[config.mk]
export PLATFORM = sky130hd
export DESIGN_NAME = evm_result_reader_flat
export DESIGN_NICKNAME = d
export VERILOG_FILES = /design/src/rtl/evm_pkg.sv /design/src/rtl/evm_result_reader_if.sv /design/src/rtl/evm_uart_tx.sv /design/src/rtl/evm_result_reader.sv /design/src/flat_wrapper.sv
export SDC_FILE = /design/constraint.sdc
export NUM_CORES = 1
export LEC_CHECK = 0
export BUFFER_PORTS_ARGS = -buffer_cell sky130_fd_sc_hd__buf_2
export CORE_UTILIZATION = 61
export CTS_CLUSTER_SIZE = 24
export DETAILED_ROUTE_END_ITERATION = 10
export GPL_TIMING_DRIVEN = 0
export PLACE_DENSITY = 0.83
export SLEW_MARGIN = 0
export SYNTH_ARGS = -nofsm -noshare
export SYNTH_HDL_FRONTEND = slang
export SYNTH_SLANG_ARGS = --single-unit
[constraint.sdc]
create_clock -name clk -period 2.5 [get_ports clk]
set_clock_uncertainty 0.05 [all_clocks]
set_input_delay 0.5 -clock clk [delete_from_list [all_inputs] [get_ports clk]]
set_output_delay 0.5 -clock clk [all_outputs]
set_load 0.03 [all_outputs]
[src/rtl/evm_pkg.sv]
`default_nettype none
// +--------------------------------------------------------------------+
// | evm_pkg : shared state, frame and select encodings for the reader  |
// | Rev 1.0                                                            |
// +--------------------------------------------------------------------+
package evm_pkg;

    typedef enum logic [2:0] {
        ST_IDLE       = 3'd0,
        ST_SEL        = 3'd1,
        ST_SETTLE     = 3'd2,
        ST_WIN        = 3'd3,
        ST_WIN_SETTLE = 3'd4,
        ST_TX_LOAD    = 3'd5,
        ST_TX_SHIFT   = 3'd6,
        ST_DONE       = 3'd7
    } evm_state_e;

    localparam logic [7:0] FRAME_HDR       = 8'hA5;
    localparam logic [1:0] SEL_NONE        = 2'd0;
    localparam int         WIN_INVALID_BIT = 7;
    localparam int         WIN_NAME_LSB    = 0;
    localparam int         WIN_NAME_W      = 2;

    function automatic logic [1:0] sel_cand(input int unsigned idx);
        return 2'(idx + 1);
    endfunction

    function automatic logic [7:0] winner_byte(input logic invalid, input logic [1:0] name);
        logic [7:0] b;
        b = 8'h00;
        b[WIN_INVALID_BIT] = invalid;
        b[WIN_NAME_LSB +: WIN_NAME_W] = name;
        return b;
    endfunction

endpackage
`default_nettype wire

[src/rtl/evm_result_reader_if.sv]
`default_nettype none
// +--------------------------------------------------------------------+
// | evm_result_reader_if : reader <-> voting core result interface     |
// | Rev 1.0                                                            |
// +--------------------------------------------------------------------+
interface evm_result_reader_if #(
    parameter int COUNT_W = 7
);
    import evm_pkg::*;

    logic               voting_done;
    logic [COUNT_W-1:0] results;
    logic [1:0]         candidate_name;
    logic               invalid_results;
    logic [1:0]         display_sel;
    logic               winner_req;

    modport master (
        input  voting_done, results, candidate_name, invalid_results,
        output display_sel, winner_req
    );

    modport slave (
        output voting_done, results, candidate_name, invalid_results,
        input  display_sel, winner_req
    );
endinterface
`default_nettype wire

[src/rtl/evm_uart_tx.sv]
`default_nettype none
// +--------------------------------------------------------------------+
// | evm_uart_tx : 8N1 serializer, accepts a byte only while idle       |
// | Rev 1.0                                                            |
// +--------------------------------------------------------------------+
module evm_uart_tx #(
    parameter int CLKS_PER_BIT = 16
) (
    input  wire       clk,
    input  wire       rst_n,
    input  wire [7:0] data,
    input  wire       valid,
    output logic      ready,
    output logic      tx
);
    localparam int                BAUD_W    = $clog2(CLKS_PER_BIT);
    localparam logic [BAUD_W-1:0] BAUD_LAST = BAUD_W'(CLKS_PER_BIT - 1);

    logic              busy_q, busy_d;
    logic [9:0]        shift_q, shift_d;
    logic [3:0]        bit_q, bit_d;
    logic [BAUD_W-1:0] baud_q, baud_d;

    always_comb begin
        busy_d  = busy_q;
        shift_d = shift_q;
        bit_d   = bit_q;
        baud_d  = baud_q;
        if (!busy_q) begin
            if (valid) begin
                busy_d  = 1'b1;
                shift_d = {1'b1, data, 1'b0};
                bit_d   = 4'd0;
                baud_d  = BAUD_LAST;
            end
        end else if (bit_q == 4'd9 && baud_q == BAUD_W'(1)) begin
            // Stop bit leaves busy one clk early: the idle clk completes it and may load the next byte.
            busy_d = 1'b0;
        end else if (baud_q == '0) begin
            shift_d = {1'b1, shift_q[9:1]};
            bit_d   = bit_q + 4'd1;
            baud_d  = BAUD_LAST;
        end else begin
            baud_d = baud_q - BAUD_W'(1);
        end
    end

    always_ff @(posedge clk or negedge rst_n) begin
        if (!rst_n) begin
            busy_q  <= 1'b0;
            shift_q <= '1;
            bit_q   <= 4'd0;
            baud_q  <= '0;
        end else begin
            busy_q  <= busy_d;
            shift_q <= shift_d;
            bit_q   <= bit_d;
            baud_q  <= baud_d;
        end
    end

    assign ready = !busy_q;
    assign tx    = shift_q[0];
endmodule
`default_nettype wire

[src/rtl/evm_result_reader.sv]
`default_nettype none
// +--------------------------------------------------------------------+
// | evm_result_reader : reads tallies/winner from core, emits a frame  |
// | Rev 1.0                                                            |
// +--------------------------------------------------------------------+
module evm_result_reader
    import evm_pkg::*;
#(
    parameter int NUM_CANDIDATES = 3,
    parameter int COUNT_W        = 7,
    parameter int CLKS_PER_BIT   = 16,
    parameter int SETTLE_CYCLES  = 2
) (
    input  wire                 clk,
    input  wire                 rst_n,
    input  wire                 start,
    evm_result_reader_if.master core,
    output logic                tx,
    output logic                busy,
    output logic                done,
    output logic                err
);
    localparam int N_BYTES  = NUM_CANDIDATES + 3;
    localparam int IDX_W    = (NUM_CANDIDATES > 1) ? $clog2(NUM_CANDIDATES) : 1;
    localparam int SETTLE_W = $clog2(SETTLE_CYCLES + 1);
    localparam int BYTE_W   = $clog2(N_BYTES + 1);

    evm_state_e          state_q, state_d;
    logic [IDX_W-1:0]    idx_q, idx_d;
    logic [SETTLE_W-1:0] settle_q, settle_d;
    logic [COUNT_W-1:0]  cnt_q [NUM_CANDIDATES];
    logic [COUNT_W-1:0]  cnt_d [NUM_CANDIDATES];
    logic [1:0]          name_q, name_d;
    logic                invalid_q, invalid_d;
    logic [BYTE_W-1:0]   byte_idx_q, byte_idx_d;
    logic [7:0]          csum_q, csum_d;
    logic [1:0]          display_sel_q, display_sel_d;
    logic                winner_req_q, winner_req_d;
    logic                busy_q, busy_d, done_q, done_d, err_q, err_d;
    logic [7:0]          tx_byte;
    logic                uart_valid, uart_ready;

    always_comb begin
        tx_byte = FRAME_HDR;
        for (int i = 0; i < NUM_CANDIDATES; i++) begin
            if (byte_idx_q == BYTE_W'(i + 1)) tx_byte = 8'(cnt_q[i]);
        end
        if (byte_idx_q == BYTE_W'(NUM_CANDIDATES + 1))      tx_byte = winner_byte(invalid_q, name_q);
        else if (byte_idx_q == BYTE_W'(NUM_CANDIDATES + 2)) tx_byte = csum_q;
    end

    always_comb begin
        state_d       = state_q;
        idx_d         = idx_q;
        settle_d      = settle_q;
        cnt_d         = cnt_q;
        name_d        = name_q;
        invalid_d     = invalid_q;
        byte_idx_d    = byte_idx_q;
        csum_d        = csum_q;
        display_sel_d = display_sel_q;
        winner_req_d  = winner_req_q;
        busy_d        = busy_q;
        done_d        = 1'b0;
        err_d         = 1'b0;
        uart_valid    = 1'b0;
        case (state_q)
            ST_IDLE: if (start) begin
                if (core.voting_done) begin
                    state_d = ST_SEL;
                    idx_d   = '0;
                    busy_d  = 1'b1;
                end else begin
                    err_d = 1'b1;
                end
            end
            ST_SEL: begin
                display_sel_d = sel_cand(32'(idx_q));
                settle_d      = SETTLE_W'(SETTLE_CYCLES - 1);
                state_d       = ST_SETTLE;
            end
            ST_SETTLE: if (settle_q == '0) begin
                for (int i = 0; i < NUM_CANDIDATES; i++) begin
                    if (idx_q == IDX_W'(i)) cnt_d[i] = core.results;
                end
                if (idx_q < IDX_W'(NUM_CANDIDATES - 1)) begin
                    idx_d   = idx_q + IDX_W'(1);
                    state_d = ST_SEL;
                end else begin
                    state_d = ST_WIN;
                end
            end else begin
                settle_d = settle_q - SETTLE_W'(1);
            end
            ST_WIN: begin
                display_sel_d = SEL_NONE;
                winner_req_d  = 1'b1;
                settle_d      = SETTLE_W'(SETTLE_CYCLES - 1);
                state_d       = ST_WIN_SETTLE;
            end
            ST_WIN_SETTLE: if (settle_q == '0) begin
                name_d       = core.candidate_name;
                invalid_d    = core.invalid_results;
                winner_req_d = 1'b0;
                byte_idx_d   = '0;
                csum_d       = 8'h00;
                state_d      = ST_TX_LOAD;
            end else begin
                settle_d = settle_q - SETTLE_W'(1);
            end
            ST_TX_LOAD: begin
                uart_valid = 1'b1;
                if (uart_ready) begin
                    csum_d     = csum_q ^ tx_byte;
                    byte_idx_d = byte_idx_q + BYTE_W'(1);
                    state_d    = ST_TX_SHIFT;
                end
            end
            // Next byte is offered while the current one shifts, so the UART chains them gap-free.
            ST_TX_SHIFT: if (byte_idx_q != BYTE_W'(N_BYTES)) begin
                state_d = ST_TX_LOAD;
            end else if (uart_ready) begin
                busy_d  = 1'b0;
                done_d  = 1'b1;
                state_d = ST_DONE;
            end
            default: state_d = ST_IDLE;
        endcase
        if (state_q inside {ST_SEL, ST_SETTLE, ST_WIN, ST_WIN_SETTLE} && !core.voting_done) begin
            state_d       = ST_IDLE;
            err_d         = 1'b1;
            display_sel_d = SEL_NONE;
            winner_req_d  = 1'b0;
            busy_d        = 1'b0;
        end
    end

    always_ff @(posedge clk or negedge rst_n) begin
        if (!rst_n) begin
            state_q       <= ST_IDLE;
            idx_q         <= '0;
            settle_q      <= '0;
            cnt_q         <= '{default: '0};
            name_q        <= 2'd0;
            invalid_q     <= 1'b0;
            byte_idx_q    <= '0;
            csum_q        <= 8'h00;
            display_sel_q <= SEL_NONE;
            winner_req_q  <= 1'b0;
            busy_q        <= 1'b0;
            done_q        <= 1'b0;
            err_q         <= 1'b0;
        end else begin
            state_q       <= state_d;
            idx_q         <= idx_d;
            settle_q      <= settle_d;
            cnt_q         <= cnt_d;
            name_q        <= name_d;
            invalid_q     <= invalid_d;
            byte_idx_q    <= byte_idx_d;
            csum_q        <= csum_d;
            display_sel_q <= display_sel_d;
            winner_req_q  <= winner_req_d;
            busy_q        <= busy_d;
            done_q        <= done_d;
            err_q         <= err_d;
        end
    end

    evm_uart_tx #(.CLKS_PER_BIT(CLKS_PER_BIT)) u_uart (
        .clk   (clk),
        .rst_n (rst_n),
        .data  (tx_byte),
        .valid (uart_valid),
        .ready (uart_ready),
        .tx    (tx)
    );

    assign core.display_sel = display_sel_q;
    assign core.winner_req  = winner_req_q;
    assign busy             = busy_q;
    assign done             = done_q;
    assign err              = err_q;
endmodule
`default_nettype wire

[src/flat_wrapper.sv]
// flat-port wrapper written by rule: the top's interface ports become plain ports
module evm_result_reader_flat import evm_pkg::*;
#(
    parameter int NUM_CANDIDATES = 3,
    parameter int COUNT_W        = 7,
    parameter int CLKS_PER_BIT   = 16,
    parameter int SETTLE_CYCLES  = 2
)
  (clk, rst_n, start, tx, busy, done, err, core_voting_done, core_results, core_candidate_name, core_invalid_results, core_display_sel, core_winner_req);
  evm_result_reader_if #(.COUNT_W(COUNT_W)) core_i ();
  input  wire clk;
  input  wire rst_n;
  input  wire start;
  output logic tx;
  output logic busy;
  output logic done;
  output logic err;
  input wire logic [$bits(core_i.voting_done)-1:0] core_voting_done;
  input wire logic [$bits(core_i.results)-1:0] core_results;
  input wire logic [$bits(core_i.candidate_name)-1:0] core_candidate_name;
  input wire logic [$bits(core_i.invalid_results)-1:0] core_invalid_results;
  output wire logic [$bits(core_i.display_sel)-1:0] core_display_sel;
  output wire logic [$bits(core_i.winner_req)-1:0] core_winner_req;
  assign core_i.voting_done = core_voting_done;
  assign core_i.results = core_results;
  assign core_i.candidate_name = core_candidate_name;
  assign core_i.invalid_results = core_invalid_results;
  assign core_display_sel = core_i.display_sel;
  assign core_winner_req = core_i.winner_req;
  evm_result_reader #(.NUM_CANDIDATES(NUM_CANDIDATES), .COUNT_W(COUNT_W), .CLKS_PER_BIT(CLKS_PER_BIT), .SETTLE_CYCLES(SETTLE_CYCLES)) u_core (.clk(clk), .rst_n(rst_n), .start(start), .core(core_i), .tx(tx), .busy(busy), .done(done), .err(err));
endmodule
==> impl_metrics.toml, run 1 <==
[synthesis]
synth_seq_cells = 66
ys_types = 58
avgSynthCellArea_um2 = 9.643
netlist_area_um2 = 3587
synth_top_flop_cell = "dfrtp_1"
synth_edf_count = 0
syn-num-nets = 399
async_flop_share = 1.000
seq_area_frac_synth = 0.4636
synthCells = 372
yosys_warnings = 0

[run]
drv_cap = 0

[finish]
layout-drive-gt1-share = 0.1818
final_util = 0.7104
fillers = 443
antennaDiodeCount = 0
ff_latch_area_um2 = 1663
nNetsFinal = 429
areaGrowthSynthToFinish_pct = 10.39
multi_input_area_um2 = 1767
final_cells = 479

[routing]
vias = 2889
dr.pass1.iters = 4
totalWireLength_um = 7843
postRouteAntennaNets = 0
wl_per_cell_um = 16.37
viasPerCell = 6.031
drcViolationCount = 0
drt_iter0_drc = 204

[clocking]
hold_buffers = 0
clk_pin_slew_ns = 0.07
clkLatencyLatePin_ns = 0.34
cts_tree = "done"
cts_max_level = 3
cts_made_buffers = 9
post-cts-setup-buffer-count = 0
clockRootBuffer = "clkbuf_8"
cts_resized = 0
cts.sinks = 66
clockBufferDepth = 2

[worst_setup_path]
required_ns = 2.71
slowest_delay_ns = 0.48
critPathArrivalTime_ns = 2.54
critPathMaxFanout = 7
slowest_stage = "or4_1"
startpoint_type = "flop"
crit_path_cell_trace = "ha_1 > ha_1 > inv_1 > o21ai_0 > o32a_1 > or4_1 > a21oi_1"
critPathMostFrequentCell = "ha_1"
endpoint_kind = "flop"
crit_type = "flop to flop"

[global_routing]
grt_pass1_vias = 2888
grt.overflow.total = 0
grt_start_max_net_pins = 67
antenna_found_initial = 0
grt_pass1_wl_um = 13280
track_usage = 0.2831

[timing]
layout_setup_ws_ns = 0.1779
fmax_mhz = 430.6
finalSetupViolations = 0
setup_tns_ns = 0
finalCriticalPeriod_ns = 2.322
period_share = 0.9288
slew-limit-headroom = 0.4568
slew_viol_final = 0
hold_viol = 0
tightest_slew_ns = 0.8149
rsz0062_at_grt = "false"

[floorplan]
die_area_um2 = 6191
fp.dieW_um = 78.69
core_um2 = 5574
io_pins = 21
rows = 27
initial_core_util = 0.6435
die_h_um = 78.69

[power]
pwr_density_cell_nw_per_um2 = 923.5
totalPowerFinal_mw = 3.657
vdd_drop_max_mv = 0.7223
leakage_nw = 1.706

[placed_design]
portBuffers = 19
dp_hpwl_um = 5567
dpl.cell_count = 463
pre_cts_slack_ns = 0.2311
gp_congestion = 0.8419

[run_status]
status = "complete, no violations"

[hold_path]
hold_class = "primary input to async pin"
## cells by family (layout without fill, tap and decap cells)
family                   Yosys count  count (layout)  synth area share
AO/OA/AOI/OAI                    103             103            0.1821
adder cells (fa/ha/maj)           13              13           0.04534
buffers and inverters             39              74           0.04395
flip-flops                        66              66            0.4636
AND/OR/NAND/NOR                  120             120            0.1734
XOR/XNOR                           6               6           0.01465
multiplexers                      25              25           0.07709
## final timing paths
path | start | endpoint | slack [ns] | cells past startpoint
hold reg to reg | u_core.name_q[0] | u_core.name_q[0] | 0.44 | 2
hold / removal | rst_n | u_core.u_uart.baud_q[0] | 0.20 | 1
setup reg to reg | u_core.byte_idx_q[0] | u_core.csum_q[0] | 0.18 | 7
setup / recovery | u_core.byte_idx_q[0] | u_core.csum_q[0] | 0.18 | 7
max in group asynchronous | rst_n | u_core.idx_q[0] | 1.67 | 1
min in group clk | core_invalid_results | u_core.invalid_q | 0.29 | 3
## Yosys cell counts, types with 3 or more instances
library cell | number | share of area
buf_2 | 3 | 0.0042
nand4_1 | 3 | 0.0052
a221oi_1 | 4 | 0.0098
dfstp_2 | 9 | 0.066
dfrtp_1 | 57 | 0.40
o21ai_0 | 20 | 0.028
a31oi_1 | 5 | 0.0087
nand2_1 | 39 | 0.041
nor2b_1 | 7 | 0.012
mux2_2 | 21 | 0.066
mux2i_1 | 4 | 0.011
o32a_1 | 3 | 0.0084
inv_1 | 19 | 0.020
nand3b_1 | 5 | 0.010
a22o_1 | 4 | 0.0098
o31ai_1 | 3 | 0.0063
xnor2_1 | 4 | 0.0098
nand2b_1 | 6 | 0.010
clkbuf_1 | 15 | 0.016
or3_1 | 5 | 0.0087
nor2_1 | 32 | 0.033
nor3_1 | 3 | 0.0042
ha_1 | 13 | 0.045
o22ai_1 | 6 | 0.010
a2bb2oi_1 | 3 | 0.0073
a21oi_1 | 37 | 0.052
## final cells by class
type	count	share of cell area
Multi-Input combinational cell	267	0.4461
Tap cell	72	0.02275
Buffer	20	0.02243
Clock inverter	2	0.002528
Inverter	19	0.01801
Sequential cell	66	0.4199
Clock buffer	14	0.04360
Timing Repair Buffer	19	0.02464
## registers in the layout (all words and copies together) (netlist names)
register                 count
u_core.busy                  1
u_core.byte_idx_q            3
u_core.cnt_q                21
u_core.core.display_sel      2
u_core.core.winner_req       1
u_core.csum_q                8
u_core.done                  1
u_core.err                   1
u_core.idx_q                 2
u_core.invalid_q             1
u_core.name_q                2
u_core.settle_q              2
u_core.state_q               3
u_core.u_uart.baud_q         4
u_core.u_uart.bit_q          4
u_core.u_uart.busy_q         1
u_core.u_uart.shift_q        9
## cell usage in the layout, fill, tap and decap left out, types with 9 or more instances in the layout
master and n:
nor2_1 32, buf_2 21, dfstp_2 9, mux2_2 21, clkbuf_1 15, o21ai_0 20
clkbuf_8 12, dfrtp_1 57, ha_1 13, a21oi_1 37, nand2_1 39, inv_1 19
## through the flow
step	hold WS [ns]	area (um2)
global placement	0.4233	3772
detailed placement	0.4290	3775
CTS	0.2189	3958
floorplan	0.1544	3587
finish	0.2001	3960
global route	0.2766	3960
## worst max-delay path, delay by kind of cell, from the launching register on
kind	cells	cell delay, ns
AO/OA/AOI/OAI	3	0.65
adder cells (fa/ha/maj)	2	0.49
AND/OR/NAND/NOR	1	0.48
flip-flops	1	0.44
buffers and inverters	1	0.12
## layer usage
metal | up-vias | part of all wire | GRT usage
li1 | 1394 | - | -
met1 | 1405 | 0.46 | 0.3746
met2 | 73 | 0.47 | 0.4383
met3 | 17 | 0.046 | 0.06395
met4 | 0 | 0.022 | 0.1389
met5 | - | 0 | 0
## power breakdown
part / internal (mW) / total, mW / leakage (nW) / switching [mW]
clock: 0.439 / 0.820 / 0.0965 / 0.381
sequential: 1.46 / 1.72 / 0.796 / 0.261
combinational: 0.495 / 1.11 / 0.814 / 0.619
total: 2.40 / 3.66 / 1.71 / 1.26
(Power assumes the default switching activity.)
==> inputs of run 2 (changes only) <==
--- a/config.mk
+++ b/config.mk
@@ -6,11 +6,12 @@
 export NUM_CORES = 1
 export LEC_CHECK = 0
 export BUFFER_PORTS_ARGS = -buffer_cell sky130_fd_sc_hd__buf_2
-export CORE_UTILIZATION = 61
+export CORE_UTILIZATION = 30
 export CTS_CLUSTER_SIZE = 24
 export DETAILED_ROUTE_END_ITERATION = 10
 export GPL_TIMING_DRIVEN = 0
-export PLACE_DENSITY = 0.83
+export PLACE_DENSITY = 0.48
+export SETUP_SLACK_MARGIN = 0.02
 export SLEW_MARGIN = 0
 export SYNTH_ARGS = -nofsm -noshare
 export SYNTH_HDL_FRONTEND = slang
==> run 2 against run 1 <==
Net effect:
- clock power grew 56%
- final area increased by 5.1%
- non-clock buffer count unchanged
- flip-flop and latch count unchanged
- routed wire length grew 9.0%
- combinational power hardly changed
- core utilization is 35 points lower
- first-iteration DRC count increased by 25%
- worst hold slack gained 0.016 ns
- fmax hardly changed
- setup slack improved by 0.0023 ns
- critical path type unchanged
- highest routed layer unchanged
==> impl_metrics.toml, run 2 (same netlist as run 1, synthesis figures left out) <==
[timing]
slew-limit-headroom = 0.4164
hold_viol = 0
setup_tns_ns = 0
hold_slack_ns = 0.2157
tightest_slew_ns = 0.8753
fmax_mhz = 431.1
slew_viol_final = 0
period_share = 0.9279
rsz0062_at_grt = "false"
finalCriticalPeriod_ns = 2.320
finalSetupViolations = 0

[clocking]
cts_max_level = 3
cts_made_buffers = 9
clockBufferDepth = 2
clkLatencyLatePin_ns = 0.35
hold_buffers = 0
clk_pin_slew_ns = 0.06
clockRootBuffer = "clkbuf_16"
cts_tree = "done"
cts_resized = 0
cts.sinks = 66
post-cts-setup-buffer-count = 0

[worst_setup_path]
critPathMostFrequentCell = "ha_1"
rr_worst_depth = 7
slowest_delay_ns = 0.48
endpoint_kind = "flop"
crit_path_cell_trace = "ha_1 > ha_1 > or4b_1 > o21ai_0 > o32a_1 > or4_1 > a21oi_1"
crit_buf_inv = 0
crit_type = "flop to flop"
startpoint_type = "flop"
r2r_slack_ns = 0.18
critPathMaxFanout = 7
reg2reg_from = "u_core.byte_idx_q[1]"
slowest_stage = "or4_1"
r2r-end = "u_core.csum_q[0]"
critPathTopFamily = "simple AND/OR/NAND/NOR gates"
critPathArrivalTime_ns = 2.54
required_ns = 2.72

[floorplan]
io_pins = 21
rows = 39
die_h_um = 111.4
core_um2 = 11520
die_area_um2 = 12400
initial_core_util = 0.3115
fp.dieW_um = 111.4

[run]
drv_cap = 0

[routing]
drt_iter0_drc = 255
dr.pass1.iters = 4
totalWireLength_um = 8546
vias = 2810
viasPerCell = 5.109
wl_per_cell_um = 15.54
postRouteAntennaNets = 0
drcViolationCount = 0

[finish]
top_regs = "u_core.cnt_q: 21 flops, u_core.u_uart.shift_q: 9 flops, u_core.csum_q: 8 flops"
largest_reg_flops = 21
final_cells = 550
final_cell_mix = "57 x dfrtp_1, 39 x nand2_1, 37 x a21oi_1, 32 x nor2_1"
final_area_um2 = 4163
final_util = 0.3615
areaGrowthSynthToFinish_pct = 16.04
antennaDiodeCount = 0
nNetsFinal = 429
layout-drive-gt1-share = 0.1843
regMostFlops = "u_core.cnt_q"
final_common_cell = "dfrtp_1"

[global_routing]
grt_start_max_net_pins = 67
antenna_found_initial = 0
grt_pass1_vias = 2769
top_usage_layer = "met2"
grt_use_met3 = 0.02831
met1_usage = 0.2084
grt_pass1_wl_um = 14500
track_usage = 0.1518
grtUsageMet2 = 0.2258
grt.overflow.total = 0

[power]
p_int_mw = 2.730
pwr_density_cell_nw_per_um2 = 983.3
combPwrFrac = 0.269
leakage_nw = 1.748
power_switching_mw = 1.363
clkPwrFrac = 0.313
pwr-share-seq = 0.418
vdd_drop_max_mv = 0.3875
swShare = 0.3331

[hold_path]
hold_class = "primary input to async pin"

[placed_design]
dpl.cell_count = 534
dp_hpwl_um = 5838
gp_congestion = 0.7273
portBuffers = 19
dpl_cell_area_um2 = 3864

[run_status]
status = "complete, no violations"
==> run 2: how the worst max path moves through the flow <==
stage,start,endpoint,slack [ns],cells after the start
finish,u_core.byte_idx_q[1],u_core.csum_q[0],0.18,7
CTS,u_core.byte_idx_q[0],u_core.csum_q[1],0.10,8
detailed placement,u_core.byte_idx_q[1],u_core.csum_q[1],0.15,8
global route,u_core.byte_idx_q[1],u_core.csum_q[3],0.03,7
global placement,u_core.byte_idx_q[0],u_core.csum_q[1],0.15,8
floorplan,u_core.byte_idx_q[0],u_core.csum_q[0],0.45,7
==> run 2: area by class of cell <==
cell class	instances	area, um2
multi-input combinational	267	1767
tap	143	178.9
inverter	19	71.32
buffer	20	88.84
clock buffer	10	229.0
clock inverter	6	67.56
timing repair buffer	19	97.59
sequential	66	1663
fill	1177	7353
==> run 2: worst register-to-register path, cell delays in order (launching register included) <==
cell     delay, ns
dfrtp_1       0.46
ha_1          0.20
ha_1          0.29
or4b_1        0.15
o21ai_0       0.08
o32a_1        0.38
or4_1         0.48
a21oi_1       0.14
==> run 2: routing by layer <==
layer	vias up	wire, um	part of all wire
li1	1404	-	-
met1	1344	4306	0.50
met2	51	3754	0.44
met3	11	272	0.032
met4	0	212	0.025
met5	-	0	0
==> run 2: per-stage QoR <==
| step | power [mW] | setup slack [ns] |
|---|---|---|
| floorplan | 2.507 | 0.4470 |
| global placement | 2.802 | 0.1459 |
| detailed placement | 2.832 | 0.1511 |
| CTS | 4.136 | 0.1021 |
| global route | 4.376 | 0.03095 |
| finish | 4.093 | 0.1802 |
==> run 2: power by group through the flow <==
stage | combinational, mW | clock [mW] | sequential, mW
finish | 1.10 | 1.28 | 1.71
global route | 1.26 | 1.36 | 1.76
CTS | 1.11 | 1.32 | 1.71
detailed placement | 1.11 | 0 | 1.72
global placement | 1.09 | 0 | 1.72
floorplan | 0.789 | 0 | 1.72
